[config.mk]
export PLATFORM = sky130hd
export DESIGN_NAME = alu_risc_mc
export DESIGN_NICKNAME = d
export VERILOG_FILES = /design/src/rtl/alu_risc_pkg.sv /design/src/rtl/alu_risc_mul_seq.sv /design/src/rtl/alu_risc_mc.sv
export SDC_FILE = /design/constraint.sdc
export NUM_CORES = 1
export LEC_CHECK = 0
export CAP_MARGIN = 20
export CORE_MARGIN = 2
export CORE_UTILIZATION = 50
export CTS_CLUSTER_SIZE = 20
export DETAILED_ROUTE_END_ITERATION = 16
export DONT_BUFFER_PORTS = 1
export GPL_TIMING_DRIVEN = 0
export PLACE_DENSITY = 0.78
export SLEW_MARGIN = 30
export SYNTH_ARGS = -nofsm -noshare
export SYNTH_HDL_FRONTEND = slang
export SYNTH_SLANG_ARGS = --single-unit
[constraint.sdc]
create_clock -name clk -period 2.58 [get_ports clk]
set_clock_uncertainty 0.15 [all_clocks]
set_input_delay 0.258 -clock clk [delete_from_list [all_inputs] [get_ports clk]]
set_output_delay 0.258 -clock clk [all_outputs]
set_load 0.01 [all_outputs]
[src/rtl/alu_risc_pkg.sv]
// Shared opcodes, FSM encoding and width helper for the RISC-SPM multi-cycle ALU.
package alu_risc_pkg;

  localparam logic [3:0] OP_NOP = 4'h0;
  localparam logic [3:0] OP_ADD = 4'h1;
  localparam logic [3:0] OP_SUB = 4'h2;
  localparam logic [3:0] OP_AND = 4'h3;
  localparam logic [3:0] OP_NOT = 4'h4;
  localparam logic [3:0] OP_EQZ = 4'h9;
  localparam logic [3:0] OP_OR  = 4'hB;
  localparam logic [3:0] OP_XOR = 4'hC;
  localparam logic [3:0] OP_SHL = 4'hD;
  localparam logic [3:0] OP_SHR = 4'hE;
  localparam logic [3:0] OP_MUL = 4'hF;

  typedef enum logic {
    ST_IDLE = 1'b0,
    ST_MUL  = 1'b1
  } state_e;

  function automatic int unsigned shamt_width(input int unsigned w);
    return $clog2(w);
  endfunction

endpackage

[src/rtl/alu_risc_mul_seq.sv]
// Radix-2 shift-add unsigned multiplier; product_c is the product after the current step.
module alu_risc_mul_seq
  import alu_risc_pkg::*;
#(
  parameter int unsigned WORD_SIZE = 8
) (
  input  logic                     clk,
  input  logic                     rst,
  input  logic                     load,
  input  logic                     step,
  input  logic [WORD_SIZE-1:0]     mcand,
  input  logic [WORD_SIZE-1:0]     mplier,
  output logic                     last_c,
  output logic [2*WORD_SIZE-1:0]   product_c
);

  localparam int unsigned CNT_W = shamt_width(WORD_SIZE);

  logic [WORD_SIZE-1:0] mcand_q, mcand_d;
  logic [WORD_SIZE-1:0] hi_q, hi_d;
  logic [WORD_SIZE-1:0] lo_q, lo_d;
  logic [CNT_W-1:0]     cnt_q, cnt_d;
  logic [WORD_SIZE:0]   sum_c;

  // lo holds the unconsumed multiplier bits; product bits shift in from the top
  always_comb begin
    mcand_d = mcand_q;
    hi_d    = hi_q;
    lo_d    = lo_q;
    cnt_d   = cnt_q;
    sum_c   = {1'b0, hi_q} + (lo_q[0] ? {1'b0, mcand_q} : (WORD_SIZE + 1)'(0));
    if (load) begin
      mcand_d = mcand;
      hi_d    = '0;
      lo_d    = mplier;
      cnt_d   = '0;
    end else if (step) begin
      hi_d    = sum_c[WORD_SIZE:1];
      lo_d    = {sum_c[0], lo_q[WORD_SIZE-1:1]};
      cnt_d   = cnt_q + CNT_W'(1);
    end
  end

  assign last_c    = step && (cnt_q == CNT_W'(WORD_SIZE - 1));
  assign product_c = {hi_d, lo_d};

  always_ff @(posedge clk) begin
    if (rst) begin
      mcand_q <= '0;
      hi_q    <= '0;
      lo_q    <= '0;
      cnt_q   <= '0;
    end else begin
      mcand_q <= mcand_d;
      hi_q    <= hi_d;
      lo_q    <= lo_d;
      cnt_q   <= cnt_d;
    end
  end

endmodule

[src/rtl/alu_risc_mc.sv]
// Registered multi-cycle ALU for RISC-SPM: single-cycle logic/arith/shift ops
// plus a sequential multiplier behind a start/busy/done handshake.
module alu_risc_mc
  import alu_risc_pkg::*;
#(
  parameter int unsigned WORD_SIZE = 8,
  parameter int unsigned OP_SIZE   = 4
) (
  input  logic                 clk,
  input  logic                 rst,
  input  logic                 start,
  input  logic [OP_SIZE-1:0]   sel,
  input  logic [WORD_SIZE-1:0] data_1,
  input  logic [WORD_SIZE-1:0] data_2,
  output logic                 busy,
  output logic                 done,
  output logic [WORD_SIZE-1:0] alu_out,
  output logic [WORD_SIZE-1:0] alu_out_hi,
  output logic                 zero_flag,
  output logic                 carry_flag,
  output logic                 neg_flag,
  output logic                 ovf_flag
);

  localparam int unsigned SH_W = shamt_width(WORD_SIZE);

  state_e               state_q, state_d;
  logic                 busy_q, busy_d, done_q, done_d;
  logic [WORD_SIZE-1:0] lo_q, lo_d, hi_q, hi_d;
  logic                 z_q, z_d, c_q, c_d, n_q, n_d, v_q, v_d;

  logic [SH_W-1:0]        amt_c;
  logic [WORD_SIZE:0]     add_c, sub_c, shl_c, shr_c;
  logic [WORD_SIZE-1:0]   res_c;
  logic                   carry_c, ovf_c;
  logic                   mul_load, mul_step, mul_last_c;
  logic [2*WORD_SIZE-1:0] mul_prod_c;

  alu_risc_mul_seq #(.WORD_SIZE(WORD_SIZE)) u_mul (
    .clk       (clk),
    .rst       (rst),
    .load      (mul_load),
    .step      (mul_step),
    .mcand     (data_2),
    .mplier    (data_1),
    .last_c    (mul_last_c),
    .product_c (mul_prod_c)
  );

  // Single-cycle datapath; shifts carry one guard bit to catch the last bit out
  always_comb begin
    amt_c   = data_1[SH_W-1:0];
    add_c   = {1'b0, data_1} + {1'b0, data_2};
    sub_c   = {1'b0, data_2} - {1'b0, data_1};
    shl_c   = {1'b0, data_2} << amt_c;
    shr_c   = {data_2, 1'b0} >> amt_c;
    res_c   = '0;
    carry_c = 1'b0;
    ovf_c   = 1'b0;
    case (sel)
      OP_SIZE'(OP_ADD): begin
        res_c   = add_c[WORD_SIZE-1:0];
        carry_c = add_c[WORD_SIZE];
        ovf_c   = (data_1[WORD_SIZE-1] == data_2[WORD_SIZE-1]) &&
                  (add_c[WORD_SIZE-1] != data_1[WORD_SIZE-1]);
      end
      OP_SIZE'(OP_SUB), OP_SIZE'(OP_EQZ): begin
        res_c   = sub_c[WORD_SIZE-1:0];
        carry_c = sub_c[WORD_SIZE];
        ovf_c   = (data_1[WORD_SIZE-1] != data_2[WORD_SIZE-1]) &&
                  (sub_c[WORD_SIZE-1] != data_2[WORD_SIZE-1]);
      end
      OP_SIZE'(OP_AND): res_c = data_1 & data_2;
      OP_SIZE'(OP_NOT): res_c = ~data_2;
      OP_SIZE'(OP_OR):  res_c = data_1 | data_2;
      OP_SIZE'(OP_XOR): res_c = data_1 ^ data_2;
      OP_SIZE'(OP_SHL): begin
        res_c   = shl_c[WORD_SIZE-1:0];
        carry_c = shl_c[WORD_SIZE];
      end
      OP_SIZE'(OP_SHR): begin
        res_c   = shr_c[WORD_SIZE:1];
        carry_c = shr_c[0];
      end
      default: res_c = '0;
    endcase
  end

  // FSM next-state and output-register updates
  always_comb begin
    state_d  = state_q;
    busy_d   = 1'b0;
    done_d   = 1'b0;
    lo_d     = lo_q;
    hi_d     = hi_q;
    z_d      = z_q;
    c_d      = c_q;
    n_d      = n_q;
    v_d      = v_q;
    mul_load = 1'b0;
    mul_step = 1'b0;
    case (state_q)
      ST_IDLE: begin
        if (start) begin
          if (sel == OP_SIZE'(OP_MUL)) begin
            mul_load = 1'b1;
            busy_d   = 1'b1;
            state_d  = ST_MUL;
          end else begin
            done_d = 1'b1;
            lo_d   = res_c;
            hi_d   = '0;
            z_d    = ~|res_c;
            c_d    = carry_c;
            n_d    = res_c[WORD_SIZE-1];
            v_d    = ovf_c;
          end
        end
      end
      ST_MUL: begin
        mul_step = 1'b1;
        busy_d   = 1'b1;
        if (mul_last_c) begin
          busy_d  = 1'b0;
          done_d  = 1'b1;
          state_d = ST_IDLE;
          {hi_d, lo_d} = mul_prod_c;
          z_d     = ~|mul_prod_c;
          c_d     = |mul_prod_c[2*WORD_SIZE-1:WORD_SIZE];
          n_d     = mul_prod_c[2*WORD_SIZE-1];
          v_d     = 1'b0;
        end
      end
      default: state_d = ST_IDLE;
    endcase
  end

  always_ff @(posedge clk) begin
    if (rst) begin
      state_q <= ST_IDLE;
      busy_q  <= 1'b0;
      done_q  <= 1'b0;
      lo_q    <= '0;
      hi_q    <= '0;
      z_q     <= 1'b0;
      c_q     <= 1'b0;
      n_q     <= 1'b0;
      v_q     <= 1'b0;
    end else begin
      state_q <= state_d;
      busy_q  <= busy_d;
      done_q  <= done_d;
      lo_q    <= lo_d;
      hi_q    <= hi_d;
      z_q     <= z_d;
      c_q     <= c_d;
      n_q     <= n_d;
      v_q     <= v_d;
    end
  end

  assign busy       = busy_q;
  assign done       = done_q;
  assign alu_out    = lo_q;
  assign alu_out_hi = hi_q;
  assign zero_flag  = z_q;
  assign carry_flag = c_q;
  assign neg_flag   = n_q;
  assign ovf_flag   = v_q;

endmodule

==> reports/summary.txt <==
status: complete, but fails checks
failing checks: negative setup slack
GRT overflow: 0
P_leak: 0.00195 uW
period utilization: 106%
post-synthesis cell count: 554
sequential cell area: 985 um2
initial core utilization: 51.2%
first-pass GRT wire length: 21500 um
crit path setup slack, layout: -150 ps
Psw: 551 uW
relative slew slack: 44.0%
share of flip-flops with an asynchronous set or reset: 0%
share of cells above drive strength 1: 13.9%
Final Critical Period: 2730 ps
detailed-route via count: 4421
top post-synthesis cells by area: dfxtp_1 (22%), ha_1 (10%), mux2i_1 (6.1%)
WS Path Type: reg -> reg
chip width: 98.0 um
Slew @ Worst Pin: 829 ps
Avg Inst Size Synth: 7.98 um2
gpl congestion: 0.981
hold_ws: 23.1 ps
most used cell, CP: buf_4
DP Area: 0.00457 mm2
total CTS buffers: 5
clk buf depth: 2
MaxCap Viol Count: 0
CP max stage delay: 390 ps
Post-layout nets: 636
Hold/Removal Path Class: in -> reg
crit path buf inv count: 3
H-tree depth: 2
Synth Net Count: 616
vias per cell: 6.48
Fill cells: 788
DIE HEIGHT: 98.0 um
Max FO, Critical Path: 6
Synth Flop Type: dfxtp_1
Cells after DPL: 662
largest net degree at the start of global routing: 14
PD cells: 353 mW/mm2
Total GRT Usage: 28.0%
CP Launch Type: flip-flop
sequential share of power: 46.0%
VDD IR max: 0.000234 V
Seq cells post-synth: 49
CP Cell Sequence: and2_4 -> ha_4 -> inv_2 -> fa_2 -> nor2b_4 -> buf_4 -> o21ai_0 -> a211o_1 -> a31oi_4 -> a2111oi_4 -> buf_4 -> a32oi_2 -> o21ai_1
Overall Power: 1730 uW
clock share of power: 26.8%
Crit-path slowest cell: dfxtp_4
number of flops mapped to enable cells by yosys: 0
Pins Over Slew Limit: 0
fmax: 366 MHz
DP HPWL: 10300 um
Yosys top cell area share: 22.2%
antenna violations before repair: 0
Largest delay share family, worst path: compound AO/OA/AOI/OAI gates
die area: 0.00961 mm2
1st-pass router iterations: 6
Hold Fails Final Rpt: 0
Non-Filler Instances: 682
area of the multi-input gates: 0.00326 mm2
drc violations: 0
Post-Route WL: 13800 um
post-synthesis cell type count: 76
Int Power: 1180 uW
cell accounting for the most synthesized area: dfxtp_1
Seq/Total Area, Yosys: 22.2%
CTS tree: yes
Setup crit end kind: flip-flop
vias in the first global route: 4123
Logic pwr share: 27.2%
row cnt: 34
Final Instance Area: 0.00489 mm2
root buf cell: clkbuf_8
Layout area overhead: 10.7%
Initial DRC Count: 402
Core Box Area: 0.00864 mm2
# IOs: 45
final core occ: 56.7%
switch share: 31.9%
# diodes: 0
unrepaired setup endpoints after global routing: yes
clock sink total: 49
endpoints failing setup: 2
Worst EP arrival: 2760 ps
Worst EP required: 2610 ps
Synth Cell Area: 0.00442 mm2
Worst-path clk slew: 90 ps
yosys warns: 0
clk_lat worst skew: 310 ps
Buffers on Ports: 0
routed len/inst: 20.2 um
post-route ant nets: 0
==> power by group through the flow <==
stage	Combinational, uW	Sequential [uW]	Clock (uW)
floorplan	331	809	0
global placement	425	813	0
detailed placement	433	814	0
CTS	452	795	461
global route	507	797	493
finish	470	795	463
==> worst reg2reg max path: stages (launching register included) <==
cell       delay [ps]
dfxtp_4           390
and2_4            160
ha_4              130
inv_2              40
fa_2              360
nor2b_4           130
buf_4             110
o21ai_0           110
a211o_1           340
a31oi_4           170
a2111oi_4          60
buf_4             150
a32oi_2           180
o21ai_1           120
==> placed cells by master, fill, tap and decap left out, types with 9 or more instances in the layout <==
cell type	synthesis	layout
ha_1	36	34
a211oi_1	13	11
nand3_1	11	11
nand2_1	60	60
dfxtp_1	49	48
buf_2	9	9
a21oi_1	45	44
nand2b_1	16	16
mux2i_1	27	27
o21ai_0	17	16
buf_4	0	9
inv_1	29	28
clkbuf_1	21	15
nor2_1	57	57
==> kinds of logic (layout without fill, tap and decap cells) <==
| kind of cell | after synthesis | after routing | synth area share (%) |
|---|---|---|---|
| adder cells (fa/ha/maj) | 39 | 39 | 11.5 |
| flip-flops | 49 | 49 | 22.2 |
| AND/OR/NAND/NOR | 198 | 198 | 22.7 |
| multiplexers | 37 | 37 | 10.0 |
| buffers and inverters | 66 | 86 | 6.79 |
| AO/OA/AOI/OAI | 157 | 157 | 25.2 |
| XOR/XNOR | 8 | 8 | 1.59 |
==> registers in the layout (all words and copies together), names as in the netlist, 3 cells and up <==
signal         cells
u_mul.cnt_q        3
u_mul.lo_q         8
alu_out_hi         8
u_mul.mcand_q      8
alu_out            8
u_mul.hi_q         8
==> worst paths after layout <==
path	startpoint	depth (start not counted)	slack, ps	to
min reg2reg	u_mul.mcand_q[2]	2	320	u_mul.mcand_q[2]
max	u_mul.lo_q[0]	13	-150	zero_flag
max reg2reg	u_mul.lo_q[0]	13	-150	zero_flag
min	data_1[6]	2	20	u_mul.lo_q[6]
==> synth_stat cells (5+ instances only) <==
| cell type | instances |
|---|---|
| inv_1 | 29 |
| nor2_1 | 57 |
| xnor2_1 | 8 |
| o211ai_1 | 6 |
| a211oi_1 | 13 |
| buf_2 | 9 |
| a21oi_1 | 45 |
| a31oi_1 | 5 |
| clkbuf_1 | 21 |
| nor3_1 | 6 |
| ha_1 | 36 |
| a21o_1 | 8 |
| o21ai_0 | 17 |
| dfxtp_1 | 49 |
| nand2_1 | 60 |
| o21bai_1 | 7 |
| and2_1 | 8 |
| nand3_1 | 11 |
| o221ai_1 | 5 |
| nand2b_1 | 16 |
| mux2i_1 | 27 |
==> through the flow <==
step / setup slack, ps / TNS [ps]
CTS: -176 / -325
detailed placement: -601 / -3030
global route: -194 / -380
finish: -150 / -282
global placement: -640 / -3000
floorplan: 13.9 / 0
==> routing by layer <==
layer / track usage [%] / vias to the layer above / part of all wire [%] / routed length [um]
met5: 0 / - / 0 / 0
met4: 7.69 / 0 / 2.1 / 292
met3: 5.44 / 35 / 9.1 / 1260
met2: 44.6 / 241 / 46 / 6360
met1: 38.9 / 2094 / 43 / 5880
li1: - / 2051 / - / -
==> layout make-up <==
cell class	instances	share of cell area, %
well taps	108	2.76
plain buffers	34	3.81
repair buffers	15	2.61
flip-flops and latches	49	20.1
inverters	30	2.30
clock buffers	7	1.76
multi-input cells	439	66.6
==> timing repair <==
action,4_1_cts,5_1_grt
buffers inserted,7,2
hold buffers,6,0
resized for setup,16,13
hold endpoints to repair,6,0
pin swaps,9,5
setup endpoints to repair,14,16
Power figures use the tool's default switching activity.
